### src/rtl/rv_ctrl_pkg.sv
`default_nettype none
// ============================================================================
// Module   : rv_ctrl_pkg
// Brief    : Shared opcode, ALU-control and main-decoder encodings for the
//            RV32I control decoder.
// Revision : 1.0 - initial release
// ============================================================================
package rv_ctrl_pkg;

    localparam logic [6:0] OP_LW   = 7'b0000011;
    localparam logic [6:0] OP_SW   = 7'b0100011;
    localparam logic [6:0] OP_R    = 7'b0110011;
    localparam logic [6:0] OP_BEQ  = 7'b1100011;
    localparam logic [6:0] OP_IALU = 7'b0010011;
    localparam logic [6:0] OP_JAL  = 7'b1101111;

    typedef enum logic [2:0] {
        ALU_ADD = 3'b000,
        ALU_SUB = 3'b001,
        ALU_AND = 3'b010,
        ALU_OR  = 3'b011,
        ALU_XOR = 3'b100,
        ALU_SLT = 3'b101,
        ALU_SLL = 3'b110,
        ALU_SRL = 3'b111
    } alu_ctrl_e;

    typedef enum logic [1:0] {
        IMM_I = 2'b00,
        IMM_S = 2'b01,
        IMM_B = 2'b10,
        IMM_J = 2'b11
    } imm_src_e;

    typedef enum logic [1:0] {
        RES_ALU = 2'b00,
        RES_MEM = 2'b01,
        RES_PC4 = 2'b10
    } result_src_e;

    typedef enum logic [1:0] {
        ALUOP_ADD   = 2'b00,
        ALUOP_SUB   = 2'b01,
        ALUOP_FUNCT = 2'b10
    } alu_op_e;

    typedef struct packed {
        logic        reg_write;
        imm_src_e    imm_src;
        logic        alu_src;
        logic        mem_write;
        result_src_e result_src;
        logic        branch;
        alu_op_e     alu_op;
        logic        jump;
    } main_dec_t;

endpackage
`default_nettype wire

### src/rtl/rv_alu_dec.sv
`default_nettype none
// ============================================================================
// Module   : rv_alu_dec
// Brief    : Combinational ALU decoder: ALUOp/funct3/funct7 bits -> ALUControl.
// Revision : 1.0 - initial release
// ============================================================================
module rv_alu_dec
    import rv_ctrl_pkg::*;
(
    input  alu_op_e    alu_op,
    input  logic [2:0] funct3,
    input  logic       op5,
    input  logic       funct7b5,
    input  logic       funct7b1,
    input  logic       ss2,
    output alu_ctrl_e  alu_control
);

    always_comb begin
        alu_control = ALU_ADD;
        case (alu_op)
            ALUOP_SUB: alu_control = ALU_SUB;
            ALUOP_FUNCT: begin
                case (funct3)
                    3'b000:  alu_control = (op5 && funct7b5) ? ALU_SUB : ALU_ADD;
                    3'b010:  alu_control = ALU_SLT;
                    3'b110:  alu_control = ALU_OR;
                    3'b111:  alu_control = ALU_AND;
                    3'b100:  alu_control = ss2 ? ALU_XOR : ALU_ADD;
                    3'b001:  alu_control = ss2 ? ALU_SLL : ALU_ADD;
                    3'b101:  alu_control = ss2 ? ALU_SRL : ALU_ADD;
                    default: alu_control = ALU_ADD;
                endcase
                // op[5] distinguishes R-type from I-ALU within ALUOp 10
                if (op5 && funct7b1) begin
                    alu_control = ALU_ADD;
                end
            end
            default: alu_control = ALU_ADD;
        endcase
    end

endmodule
`default_nettype wire

### src/rtl/rv_ctrl_decoder.sv
`default_nettype none
// ============================================================================
// Module   : rv_ctrl_decoder
// Brief    : RV32I main + ALU decoder, outputs registered (1-cycle latency).
//            Optional macro RV_CTRL_ILLEGAL_EN adds the IllegalInsn output.
// Revision : 1.0 - initial release
// ============================================================================
module rv_ctrl_decoder
    import rv_ctrl_pkg::*;
(
    input  logic       clk,
    input  logic       reset,
    input  logic [6:0] op,
    input  logic [2:0] funct3,
    input  logic       funct7b5,
    input  logic       funct7b1,
    input  logic       SS2,
    output logic       MemWrite,
    output logic       Branch,
    output logic       ALUSrc,
    output logic       RegWrite,
    output logic       Jump,
    output logic [2:0] ALUControl,
    output logic [1:0] ResultSrc,
    output logic [1:0] ImmSrc
`ifdef RV_CTRL_ILLEGAL_EN
    ,
    output logic       IllegalInsn
`endif
);

    main_dec_t w_main;
    alu_ctrl_e w_alu_control;
    logic      w_illegal;

    always_comb begin
        w_main = '0;
        case (op)
            OP_LW:   w_main = '{reg_write: 1'b1, imm_src: IMM_I, alu_src: 1'b1,
                                mem_write: 1'b0, result_src: RES_MEM, branch: 1'b0,
                                alu_op: ALUOP_ADD, jump: 1'b0};
            OP_SW:   w_main = '{reg_write: 1'b0, imm_src: IMM_S, alu_src: 1'b1,
                                mem_write: 1'b1, result_src: RES_ALU, branch: 1'b0,
                                alu_op: ALUOP_ADD, jump: 1'b0};
            OP_R:    w_main = '{reg_write: 1'b1, imm_src: IMM_I, alu_src: 1'b0,
                                mem_write: 1'b0, result_src: RES_ALU, branch: 1'b0,
                                alu_op: ALUOP_FUNCT, jump: 1'b0};
            OP_BEQ:  w_main = '{reg_write: 1'b0, imm_src: IMM_B, alu_src: 1'b0,
                                mem_write: 1'b0, result_src: RES_ALU, branch: 1'b1,
                                alu_op: ALUOP_SUB, jump: 1'b0};
            OP_IALU: w_main = '{reg_write: 1'b1, imm_src: IMM_I, alu_src: 1'b1,
                                mem_write: 1'b0, result_src: RES_ALU, branch: 1'b0,
                                alu_op: ALUOP_FUNCT, jump: 1'b0};
            OP_JAL:  w_main = '{reg_write: 1'b1, imm_src: IMM_J, alu_src: 1'b0,
                                mem_write: 1'b0, result_src: RES_PC4, branch: 1'b0,
                                alu_op: ALUOP_ADD, jump: 1'b1};
            default: w_main = '0;
        endcase
    end

    rv_alu_dec u_alu_dec (
        .alu_op      (w_main.alu_op),
        .funct3      (funct3),
        .op5         (op[5]),
        .funct7b5    (funct7b5),
        .funct7b1    (funct7b1),
        .ss2         (SS2),
        .alu_control (w_alu_control)
    );

`ifdef RV_CTRL_ILLEGAL_EN
    logic w_known_op;
    logic w_ext_f3;
    assign w_known_op = (op == OP_LW) || (op == OP_SW) || (op == OP_R) ||
                        (op == OP_BEQ) || (op == OP_IALU) || (op == OP_JAL);
    assign w_ext_f3   = (funct3 == 3'b100) || (funct3 == 3'b001) || (funct3 == 3'b101);
    assign w_illegal  = !w_known_op ||
                        ((op == OP_R) && funct7b1) ||
                        (((op == OP_R) || (op == OP_IALU)) && w_ext_f3 && !SS2);

    always_ff @(posedge clk) begin
        if (reset) begin
            IllegalInsn <= 1'b0;
        end else begin
            IllegalInsn <= w_illegal;
        end
    end
`else
    assign w_illegal = 1'b0;
`endif

    // Illegal instructions must not change architectural state
    always_ff @(posedge clk) begin
        if (reset) begin
            MemWrite   <= 1'b0;
            Branch     <= 1'b0;
            ALUSrc     <= 1'b0;
            RegWrite   <= 1'b0;
            Jump       <= 1'b0;
            ALUControl <= 3'b000;
            ResultSrc  <= 2'b00;
            ImmSrc     <= 2'b00;
        end else begin
            MemWrite   <= w_main.mem_write & ~w_illegal;
            Branch     <= w_main.branch    & ~w_illegal;
            ALUSrc     <= w_main.alu_src;
            RegWrite   <= w_main.reg_write & ~w_illegal;
            Jump       <= w_main.jump      & ~w_illegal;
            ALUControl <= w_alu_control;
            ResultSrc  <= w_main.result_src;
            ImmSrc     <= w_main.imm_src;
        end
    end

endmodule
`default_nettype wire

### config.mk
export PLATFORM = sky130hd
export DESIGN_NAME = rv_ctrl_decoder
export DESIGN_NICKNAME = d
export VERILOG_FILES = /design/src/rtl/rv_ctrl_pkg.sv /design/src/rtl/rv_alu_dec.sv /design/src/rtl/rv_ctrl_decoder.sv
export SDC_FILE = /design/constraint.sdc
export NUM_CORES = 1
export LEC_CHECK = 0
export CORE_MARGIN = 2
export CORE_UTILIZATION = 35
export CTS_CLUSTER_DIAMETER = 60
export DETAILED_ROUTE_END_ITERATION = 12
export PLACE_DENSITY = 0.82
export SLEW_MARGIN = 5
export SYNTH_ARGS = -nofsm -noshare
export SYNTH_HDL_FRONTEND = slang
export SYNTH_SLANG_ARGS = --single-unit
### constraint.sdc
create_clock -name clk -period 1.9 [get_ports clk]
set_input_delay 0.57 -clock clk [delete_from_list [all_inputs] [get_ports clk]]
set_output_delay 0.57 -clock clk [all_outputs]
set_load 0.02 [all_outputs]
Word level (Yosys, flattened, before mapping):

Cells that the tools add are included.

* bits in registers: 12
* input port bits: 15
* output and inout bits: 12
* logic and storage cells: 33

* equality and inequality tests: 14
* muxes and demuxes: 8
* reduce and logical (&&, ||, !) cells: 3

Operators by type and width (count)
* $pmux 11 s6: 1
* $pmux 3 s7: 1
* $eq 7x6->1 const B: 2
* $eq 7x7->1 const B: 2
* $eq 3x3->1 const B: 4
* $mux 3: 4
* $eq 7x2->1 const B: 1
* $eq 7x5->1 const B: 1
* $pmux 3 s2: 1
* $eq 3x1->1 const B: 1
* $eq 3x2->1 const B: 1
* $logic_not 3->1: 1
* $eq 2x1->1 const B: 1
* $eq 2x2->1 const B: 1
* $logic_and 1x1->1: 2
* $mux 1: 1

Longest topological paths before layout:

Gate-level depths: netlist of the first run.

* word-level depth: 5
* mapped depth: 7
* gate-level depth less buffers: 7

Hierarchy:

From an unflattened synthesis of the first run, not the netlist that was laid out.

* cell total of the unflattened synthesis: 58
* area total of the unflattened synthesis: 514.2 µm²

By module, submodules not included
* rv_ctrl_decoder: instances 1, cells an instance 40, area an instance 402.9 µm², seq. area each 220.2 µm²
* rv_alu_dec: instances 1, cells an instance 18, area an instance 111.4 µm², seq. area each 0.0 µm²

Least setup slack after synthesis of the first run:

OpenSTA, ideal clock, no wires.

* path kind: in2reg
* start: input port op[2]
* end: register ALUControl[0]
* library setup time: 74 ps
* arrival: 1624 ps
* data required time: 1826 ps
* path slack: 202 ps
* stages on the path: 7
* path buffers: 0
* cells stage by stage: nor3_1 nand4_1 inv_1 ha_1 nor2_1 nand3_1 o21ai_0

* longest elaborated chain between the ends: 4
* elaborated cells between the ends (all ways): 10
* classes of those cells: eq/ne: 8; mux: 2

Ends and longest elaborated chain
* start, declared: line rv_ctrl_decoder.sv:13 `input logic [6:0] op,`
* $eq 7x7->1 (tied with other cells): line rv_ctrl_decoder.sv:38 `case (op)`
* $pmux 11 s6 (*): line rv_ctrl_decoder.sv:38
* $eq 2x2->1 or $eq 2x1->1 (tied branches): line rv_alu_dec.sv:21 `case (alu_op)`
* $pmux 3 s2 (*): line rv_alu_dec.sv:21
* end signal, assigned: line rv_ctrl_decoder.sv:109 `ALUControl <= w_alu_control;`
* end, declared: line rv_ctrl_decoder.sv:23 `output logic [2:0] ALUControl,`

Mark *: on every way between the ends. The rest lies on a longest branch, timed or not.
A chain may end at the register's enable or synchronous reset.

Worst setup path after layout of the first run:

* start: input port op[4]
* end: register ALUControl[0]

The elaborated chain is that of the path after synthesis.

==> results of run 1 <==
## stage by stage
step / setup WS [ns] / power (mW) / util [%]
6_report: 0.0695 / 0.472 / 71.9
5_1_grt: -0.0194 / 0.485 / 71.9
4_1_cts: 0.00000511 / 0.458 / 66.2
3_5_place_dp: -0.453 / 0.306 / 62.8
3_3_place_gp: -0.314 / 0.305 / 62.8
2_1_floorplan: 0.202 / 0.253 / -
## kinds of logic after synthesis
group	after synthesis	share of synthesized area, %
AND/OR/NAND/NOR	26	31.7
flip-flops	11	47.3
AO/OA/AOI/OAI	8	10.8
buffers and inverters	5	4.84
adder cells (fa/ha/maj)	2	5.38
## layer usage
metal | track usage, % | part of all wire (%) | vias up | routed length [um]
met1 | 20.2 | 34 | 269 | 516
met3 | 3.89 | 5.7 | 2 | 86
met2 | 29.0 | 59 | 31 | 887
li1 | - | - | 268 | -
met5 | 0 | 0 | - | 0
met4 | 8.33 | 0.33 | 0 | 5
## cells in the mapped netlist
master / count / area [um2]
sky130_fd_sc_hd__or4_1: 2 / 15.0
sky130_fd_sc_hd__and4b_1: 2 / 20.0
sky130_fd_sc_hd__ha_1: 2 / 25.0
sky130_fd_sc_hd__nand4_1: 1 / 6.26
sky130_fd_sc_hd__o21ai_0: 2 / 10.0
sky130_fd_sc_hd__nand3_1: 2 / 10.0
sky130_fd_sc_hd__a311oi_1: 1 / 8.76
sky130_fd_sc_hd__a21oi_1: 3 / 15.0
sky130_fd_sc_hd__buf_4: 1 / 7.51
sky130_fd_sc_hd__nand3b_1: 2 / 15.0
sky130_fd_sc_hd__or3b_2: 1 / 8.76
sky130_fd_sc_hd__nor2b_1: 1 / 6.26
sky130_fd_sc_hd__nor3_1: 1 / 5.00
sky130_fd_sc_hd__dfxtp_1: 11 / 220
sky130_fd_sc_hd__nor2_1: 6 / 22.5
sky130_fd_sc_hd__and3_2: 1 / 7.51
sky130_fd_sc_hd__and3b_1: 1 / 8.76
sky130_fd_sc_hd__o221ai_1: 1 / 8.76
sky130_fd_sc_hd__nand2_1: 6 / 22.5
sky130_fd_sc_hd__inv_1: 4 / 15.0
sky130_fd_sc_hd__a211oi_1: 1 / 7.51
## worst min path at each step
stage | startpoint | to | slack (ns) | cells past startpoint
after floorplan | reset | ImmSrc[0] | 0.64 | 1
after global placement | funct3[2] | ALUControl[1] | 1.21 | 3
after detailed placement | funct3[2] | ALUControl[1] | 1.19 | 3
after CTS | op[2] | Jump | 0.82 | 3
after global routing | op[6] | ALUSrc | 0.72 | 3
final | op[6] | ALUSrc | 0.68 | 3
## layout by cell type, fill, tap and decap left out, types with 2 or more instances in the layout
master	count
sky130_fd_sc_hd__nand3_4	2
sky130_fd_sc_hd__nand3b_1	2
sky130_fd_sc_hd__dlygate4sd2_1	2
sky130_fd_sc_hd__a21oi_2	2
sky130_fd_sc_hd__nand2_1	6
sky130_fd_sc_hd__nor2_1	5
sky130_fd_sc_hd__or4_4	2
sky130_fd_sc_hd__inv_1	3
sky130_fd_sc_hd__clkbuf_4	3
sky130_fd_sc_hd__clkdlybuf4s50_1	23
sky130_fd_sc_hd__buf_4	11
sky130_fd_sc_hd__dfxtp_1	11
## where the power goes
group,switching (mW),internal (mW)
clock,0.0782,0.0812
sequential,0.000223,0.231
combinational,0.0349,0.0464
total,0.113,0.359
## sequential cells by signal, summed over array words and instances, names as in the netlist
signal,count
Branch,1
RegWrite,1
ImmSrc,2
Jump,1
ResultSrc,1
ALUSrc,1
MemWrite,1
ALUControl,3
## worst max-delay path, stage by stage
cell and delay [ns]:
sky130_fd_sc_hd__clkdlybuf4s50_1 0.43, sky130_fd_sc_hd__and4b_2 0.35, sky130_fd_sc_hd__nand3_4 0.09, sky130_fd_sc_hd__ha_4 0.23, sky130_fd_sc_hd__nor2_4 0.13, sky130_fd_sc_hd__nand3_4 0.10
sky130_fd_sc_hd__o21ai_1 0.13
## final cells by class
cell class / instances / area [um2] / area share (%)
Inverter: 4 / 15.0 / 1.65
Clock buffer: 4 / 26.3 / 2.88
Sequential cell: 11 / 220 / 24.1
Tap cell: 15 / 18.8 / 2.06
Timing Repair Buffer: 37 / 343 / 37.6
Multi-Input combinational cell: 36 / 289 / 31.7
## what timing repair did
item / CTS / global route
resized for setup: 6 / 12
pin swaps: 3 / 8
hold buffers: 0 / 0
endpoints found under the hold margin: 0 / 0
cloned: 0 / 0
endpoints found under the setup margin: 5 / 5
buffers inserted: 1 / 2
==> qor.yml, run 1 <==
yosys:
  synth.yosys.seq_area_share_pct: 47.3
  synth_warnings: 0
  synth_cells: 52
  avgSynthCellArea_um2: 8.95
  synth.cell_area_um2: 465
  syn-num-nets: 69
  synth-seq-cells: 11
  post_synth_num_cell_types: 21
placement:
  finalWeightedCongestion: 0.789
  port-buffer-count: 26
  place_hpwl_um: 946
  post-place-cells: 100
  detailed_place.area_um2: 797
layout:
  syn2layout_area_growth_pct: 96.0
  fillerInstances: 95
  fin_area_um2: 912
  fin_cells: 107
  antennaDiodeCount: 0
  drive_above_1_share_pct: 29.3
  layout.nets: 110
power:
  total_leakage_power_nw: 0.377
  peakVddDrop_mv: 0.363
  power_per_cell_area_nw_per_um2: 518
sta:
  hold_ws_ns: 0.684
  total_neg_setup_slack_ns: 0
  setup_viol: 0
  slew-limit-headroom_pct: 80.2
  worst_margin_pin_slew_ns: 0.294
  number_of_pins_with_negative_max_slew_slack_in_the_final_report: 0
  fmax_mhz: 546
  final.period_utilization_pct: 96.3
  period_needed_ns: 1.83
  final-hold-violation-count: 0
critical_path:
  critical_path_class: "in2reg"
  setup.worst_path.start: "op[4]"
  setup.worst_path.end_class: "flip-flop"
  worst_setup_path_endpoint: "ALUControl[0]"
  critPathRequiredTime_ns: 2.10
  cp_max_fo: 3
  start_kind: "primary input"
  crit_arrival_ns: 2.03
global_routing:
  overflow: 0
  grt_util_all_layers_pct: 17.2
  global_route_wire_length_before_repair_um: 1880
  grt_start_max_net_pins: 7
  grt_antenna_before_repair: 0
  vias_in_the_first_global_route: 452
clock_network:
  cts_buffer_count: 3
  cts.reportedPaths.clkPinSlew_ns: 0.07
  htreeDepth: 1
  clock_tree_from_tritoncts: "yes"
  max-clock-path-buffers: 2
  clk_root_buffer_cell: "sky130_fd_sc_hd__clkbuf_4"
  clock-sinks: 11
drt:
  drc: 0
  drtAntennaViolNets: 0
  dr.pass1.iters: 4
  drtIter0Drc: 17
  route.detailed.wl_per_inst_um: 14.0
  totalWireLength_um: 1500
  detailed_route_vias_per_instance: 5.33
  detailroute.via_count: 570
hold_path:
  min_path_type: "in2reg"
floorplan:
  die-area_um2: 1640
  placeable_area_um2: 1270
  initial_utilization_pct: 36.7
  placementRows: 13
  floorplan.die.height_um: 40.5
  io_pins: 27
  chipWidth_um: 40.5
flow_run:
  maxCapViolCount: 0
status:
  outcome: "complete, no violations"
No activity file was read; power rests on OpenSTA's default activity.
==> inputs of run 2 (changes only) <==
--- a/config.mk
+++ b/config.mk
@@ -5,7 +5,6 @@
 export SDC_FILE = /design/constraint.sdc
 export NUM_CORES = 1
 export LEC_CHECK = 0
-export CORE_MARGIN = 2
 export CORE_UTILIZATION = 35
 export CTS_CLUSTER_DIAMETER = 60
 export DETAILED_ROUTE_END_ITERATION = 12
==> qor.yml, run 2 (synthesis gave the netlist of run 1 again) <==
status:
  outcome: "complete, no violations"
sta:
  final-hold-violation-count: 0  # unchanged
  period_needed_ns: 1.86  # +0.0258 ns
  number_of_pins_with_negative_max_slew_slack_in_the_final_report: 0  # unchanged
  final.setup.worst_slack_ns: 0.0437  # -0.0258 ns
  final.period_utilization_pct: 97.7  # +1.4 points
  slew-limit-headroom_pct: 84.4  # +4.1 points
  setup_viol: 0  # unchanged
  fmax_mhz: 539  # -1.4%
  hold_ws_ns: 0.782  # +0.0981 ns
  worst_margin_pin_slew_ns: 0.233  # -0.0613 ns
critical_path:
  critical_path_class: "in2reg"
  timing.critical_path.slowest_stage_cell: "sky130_fd_sc_hd__clkdlybuf4s50_1"
  worst_setup_path_endpoint: "ALUControl[2]"
  critical_path.max_stage_delay_ns: 0.47  # +0.04 ns
  critPathRequiredTime_ns: 2.09  # about the same
  setup.worst_path.end_class: "flip-flop"
  stages_on_worst_setup_path: 7  # unchanged
  cp_cell_sequence: "clkdlybuf4s50_1 > and4b_1 > nand3_1 > ha_1 > nor2_2 > nand3_2 > a21oi_1"
  cp_max_fo: 3  # unchanged
  setup.worst_path.start: "op[5]"
  critical-path-top-delay-family: "simple AND/OR/NAND/NOR gates"
  crit_arrival_ns: 2.05  # +0.02 ns
  start_kind: "primary input"
  cp_num_buf_inv: 1  # unchanged
power:
  peakVddDrop_mv: 0.282  # -22%
  power_per_cell_area_nw_per_um2: 543  # +4.8%
  totalPowerFinal_uw: 460  # -2.6%
  total_leakage_power_nw: 0.367  # -2.6%
drt:
  detailed_route_vias_per_instance: 4.85  # -9.0%
  drtIter0Drc: 8  # -9
  drtAntennaViolNets: 0  # unchanged
  dr.pass1.iters: 4  # unchanged
  drc: 0  # unchanged
  detailroute.via_count: 509  # -11%
  totalWireLength_um: 1100  # -27%
  route.detailed.wl_per_inst_um: 10.4  # -25%
global_routing:
  grt_antenna_before_repair: 0  # unchanged
  groute.layer.met3.usage_pct: 3.49  # -0.40 points
  overflow: 0  # unchanged
  grt_start_max_net_pins: 8  # +1
  global_route_wire_length_before_repair_um: 1930  # +2.6%
  met2_usage_pct: 32.6  # +3.7 points
  vias_in_the_first_global_route: 476  # +5.3%
  grt_util_all_layers_pct: 18.5  # +1.3 points
  gr-usage-met1_pct: 22.5  # +2.3 points
  layer_with_the_highest_usage: "met2"
layout:
  drive_above_1_share_pct: 20.9  # -8.5 points
  layout.nets: 109  # -0.91%
  layout_common_cells: "23 x sky130_fd_sc_hd__clkdlybuf4s50_1, 11 x sky130_fd_sc_hd__dfxtp_1, 10 x sky130_fd_sc_hd__buf_4"
  fin_area_um2: 847  # -7.1%
  leading_cell_type_in_the_layout_fill_and_taps_excluded: "sky130_fd_sc_hd__clkdlybuf4s50_1"
  largest_reg_by_ff_count: "ALUControl"
  reg.largest.list: "ALUControl x3, ImmSrc x2"
  syn2layout_area_growth_pct: 82.0
  finalCoreUtilization_pct: 72.3  # +0.44 points
  antennaDiodeCount: 0  # unchanged
  fillerInstances: 90  # -5.3%
  largest_register_ff_count: 3  # unchanged
floorplan:
  floorplan.die.height_um: 38.5  # -4.9%
  chipWidth_um: 38.5  # -4.9%
  placeable_area_um2: 1170  # -7.7%
  placementRows: 12  # -1
  io_pins: 27  # unchanged
  die-area_um2: 1480  # -9.6%
  initial_utilization_pct: 39.7  # +3.1 points
clock_network:
  clk_root_buffer_cell: "sky130_fd_sc_hd__clkbuf_4"
  cts.reportedPaths.clkPinSlew_ns: 0.08  # about the same
  htreeDepth: 1  # unchanged
  clock_tree_from_tritoncts: "yes"
  clock-sinks: 11  # unchanged
  cts_buffer_count: 3  # unchanged
  max-clock-path-buffers: 2  # unchanged
flow_run:
  maxCapViolCount: 0  # unchanged
placement:
  port-buffer-count: 26  # unchanged
  finalWeightedCongestion: 0.826  # +4.7%
  place_hpwl_um: 904  # -4.5%
  detailed_place.area_um2: 796  # -0.16%
  post_place_setup_slack_ns: -0.392  # +0.0610 ns
hold_path:
  min_path_type: "in2reg"
[run 2: power breakdown]
group	leakage, nW	switching, mW	internal, mW	total (mW)
clock network	0.0177	0.0808	0.0777	0.159
registers	0.0886	0.000248	0.231	0.231
logic	0.260	0.0261	0.0436	0.0697
total	0.367	0.107	0.353	0.460
[run 2: stage by stage]
| step | instances | TNS [ns] |
|---|---|---|
| after detailed placement | 99 | -1.75 |
| after global placement | 99 | -1.49 |
| after floorplan | 52 | 0 |
| after CTS | 104 | 0 |
| after global routing | 105 | -0.0829 |
| final | 105 | 0 |
[run 2: cell type report]
class	instances	area, um2	share of cell area [%]
timing repair buffer	36	332	39.1
multi-input combinational	36	235	27.8
sequential	11	220	26.0
clock buffer	3	22.5	2.66
tap	14	17.5	2.07
inverter	4	15.0	1.77
clock inverter	1	5.00	0.591
[run 2: how the worst min path moves through the flow]
stage                     depth (start not counted)  slack [ns]            end       from
after floorplan                                   1        0.64      ImmSrc[0]      reset
after global placement                            3        1.21  ALUControl[1]  funct3[2]
after detailed placement                          3        1.21  ALUControl[1]  funct3[2]
after CTS                                         3        0.77           Jump      op[2]
after global routing                              3        0.80           Jump      op[2]
final                                             3        0.78           Jump      op[2]
[run 2: metal layers]
layer / wire, um / vias up / share of wire, %
met5: 0 / - / 0
li1: - / 262 / -
met1: 469 / 232 / 43
met2: 594 / 15 / 54
met3: 32 / 0 / 2.9
met4: 0 / 0 / 0
[run 2: tightest hold or removal path, cell delays in order]
cell and delay, ns:
sky130_fd_sc_hd__dlygate4sd2_1 0.28, sky130_fd_sc_hd__nand2_1 0.11, sky130_fd_sc_hd__nor2_1 0.04
[run 2: what timing repair did]
item | in CTS | in global routing
buffers inserted | 1 | 1
endpoints found under the setup margin | 4 | 3
hold buffers | 0 | 0
resized for setup | 4 | 3
pin swaps | 3 | 2
endpoints found under the hold margin | 0 | 0
==> inputs of run 3 (changes only) <==
--- a/config.mk
+++ b/config.mk
@@ -8,7 +8,7 @@
 export CORE_UTILIZATION = 35
 export CTS_CLUSTER_DIAMETER = 60
 export DETAILED_ROUTE_END_ITERATION = 12
-export PLACE_DENSITY = 0.82
+export PLACE_DENSITY = 0.74
 export SLEW_MARGIN = 5
 export SYNTH_ARGS = -nofsm -noshare
 export SYNTH_HDL_FRONTEND = slang
==> qor.yml, run 3 (synthesis gave the netlist of run 1 again) <==
status:
  outcome: "complete, no violations"
critical_path:
  cp_cell_sequence: "dlygate4sd2_1 > nor3_2 > nand4_1 > inv_1 > ha_1 > nor2_2 > nand3_2 > o21ai_1"
  start_kind: "primary input"
  setup.worst_path.start: "op[2]"
  critical_path.max_stage_delay_ns: 0.29  # -0.18 ns
  critPathRequiredTime_ns: 2.10  # about the same
  setup.worst_path.end_class: "flip-flop"
  timing.critical_path.slowest_stage_cell: "sky130_fd_sc_hd__dlygate4sd2_1"
  cp_max_fo: 5  # +2
  critical_path_class: "in2reg"
  crit_arrival_ns: 2.03  # -0.02 ns
placement:
  finalWeightedCongestion: 0.851  # +3.0%
  port-buffer-count: 26  # unchanged
  detailed_place.area_um2: 796  # unchanged
  place_hpwl_um: 897  # -0.83%
  post_place_setup_slack_ns: -0.404  # -0.0128 ns
clock_network:
  clk_root_buffer_cell: "sky130_fd_sc_hd__clkbuf_4"
  cts_buffer_count: 3  # unchanged
  htreeDepth: 1  # unchanged
  clock-sinks: 11  # unchanged
  clock_tree_from_tritoncts: "yes"
  cts.reportedPaths.clkPinSlew_ns: 0.07  # about the same
  max-clock-path-buffers: 2  # unchanged
sta:
  final.setup.worst_slack_ns: 0.0666  # +0.0229 ns
  worst_margin_pin_slew_ns: 0.238  # +0.00472 ns
  number_of_pins_with_negative_max_slew_slack_in_the_final_report: 0  # unchanged
  grt_setup_unrepaired: "no"
  slew-limit-headroom_pct: 84.1  # -0.31 points
  final-hold-violation-count: 0  # unchanged
  setup_viol: 0  # unchanged
  period_needed_ns: 1.83  # -0.0229 ns
  final.period_utilization_pct: 96.5  # -1.2 points
  fmax_mhz: 545  # +1.2%
drt:
  drc: 0  # unchanged
  detailroute.via_count: 533  # +4.7%
  drtAntennaViolNets: 0  # unchanged
  dr.pass1.iters: 4  # unchanged
  detailed_route_vias_per_instance: 5.03  # +3.7%
  totalWireLength_um: 1290  # +17%
  route.detailed.wl_per_inst_um: 12.1  # +16%
  drtIter0Drc: 38  # +30
flow_run:
  maxCapViolCount: 0  # unchanged
layout:
  drive_above_1_share_pct: 25.0  # +4.1 points
  fillerInstances: 97  # +7.8%
  layout.nets: 110  # +0.92%
  largest_register_ff_count: 3  # unchanged
  fin_area_um2: 868  # +2.5%
  leading_cell_type_in_the_layout_fill_and_taps_excluded: "sky130_fd_sc_hd__clkdlybuf4s50_1"
  layout.area.seq_um2: 220  # unchanged
  largest_reg_by_ff_count: "ALUControl"
  syn2layout_area_growth_pct: 86.6
  multi_input_area_um2: 251  # +6.9%
  reg.largest.list: "ALUControl x3, ImmSrc x2"
  layout_common_cells: "19 x sky130_fd_sc_hd__clkdlybuf4s50_1, 11 x sky130_fd_sc_hd__dfxtp_1, 11 x sky130_fd_sc_hd__buf_4"
  antennaDiodeCount: 0  # unchanged
  finalCoreUtilization_pct: 74.1  # +1.8 points
power:
  total_leakage_power_nw: 0.382  # +4.2%
  peakVddDrop_mv: 0.325  # +15%
  power_per_cell_area_nw_per_um2: 531  # -2.2%
global_routing:
  grt_start_max_net_pins: 7  # -1
  grt_antenna_before_repair: 0  # unchanged
  overflow: 0  # unchanged
  global_route_wire_length_before_repair_um: 1850  # -4.3%
  vias_in_the_first_global_route: 457  # -4.0%
  grt_util_all_layers_pct: 18.9  # +0.45 points
floorplan:
  chipWidth_um: 38.5  # unchanged
  die-area_um2: 1480  # unchanged
  placeable_area_um2: 1170  # unchanged
  io_pins: 27  # unchanged
  floorplan.die.height_um: 38.5  # unchanged
  placementRows: 12  # unchanged
  initial_utilization_pct: 39.7  # unchanged
hold_path:
  min_path_type: "in2reg"
  worstHoldStart: "op[4]"
run 3: area by class of cell:
class                      count  share of cell area (%)
inverter                       4                    1.73
clock buffer                   4                    3.03
sequential                    11                    25.4
multi-input combinational     36                    29.0
timing repair buffer          37                    38.9
tap                           14                    2.02
run 3: path summary, 6_finish.rpt:
check / cells after the start / endpoint / slack, ns
setup / recovery: 8 / ALUControl[0] / 0.07
hold / removal: 2 / ALUSrc / 0.68
run 3: through the flow:
step	setup TNS, ns	power [mW]	hold WS [ns]	std cells
3_3_place_gp	-1.72	0.305	1.20	99
6_report	0	0.461	0.680	106
2_1_floorplan	0	0.253	0.642	52
5_1_grt	0	0.477	0.687	106
3_5_place_dp	-1.93	0.305	1.21	99
4_1_cts	0	0.458	0.680	105
run 3: worst max-delay path: cells and delay by family:
| kind | cells | cell delay [ns] |
|---|---|---|
| AOI/OAI and AO/OA | 1 | 0.14 |
| adders and majority gates | 1 | 0.23 |
| buffers and inverters | 2 | 0.39 |
| and+or+nand+nor | 4 | 0.69 |
run 3: layer usage:
layer	share of wire (%)	GRT usage [%]	wire length [um]
met1	44	22.4	560
met2	49	30.5	630
met3	4.8	3.49	62
met4	2.6	12.9	33
met5	0	0	0
run 3: power breakdown:
group	switching, mW	internal (mW)
logic	0.0295	0.0410
clock network	0.0774	0.0813
registers	0.000274	0.231
run 3: repair_timing:
| action | in CTS | in global routing |
|---|---|---|
| pin swaps | 4 | 3 |
| hold buffers | 0 | 0 |
| resized for setup | 11 | 4 |
| endpoints found under the hold margin | 0 | 0 |
| setup buffers | 2 | 1 |
| setup endpoints to repair | 5 | 3 |
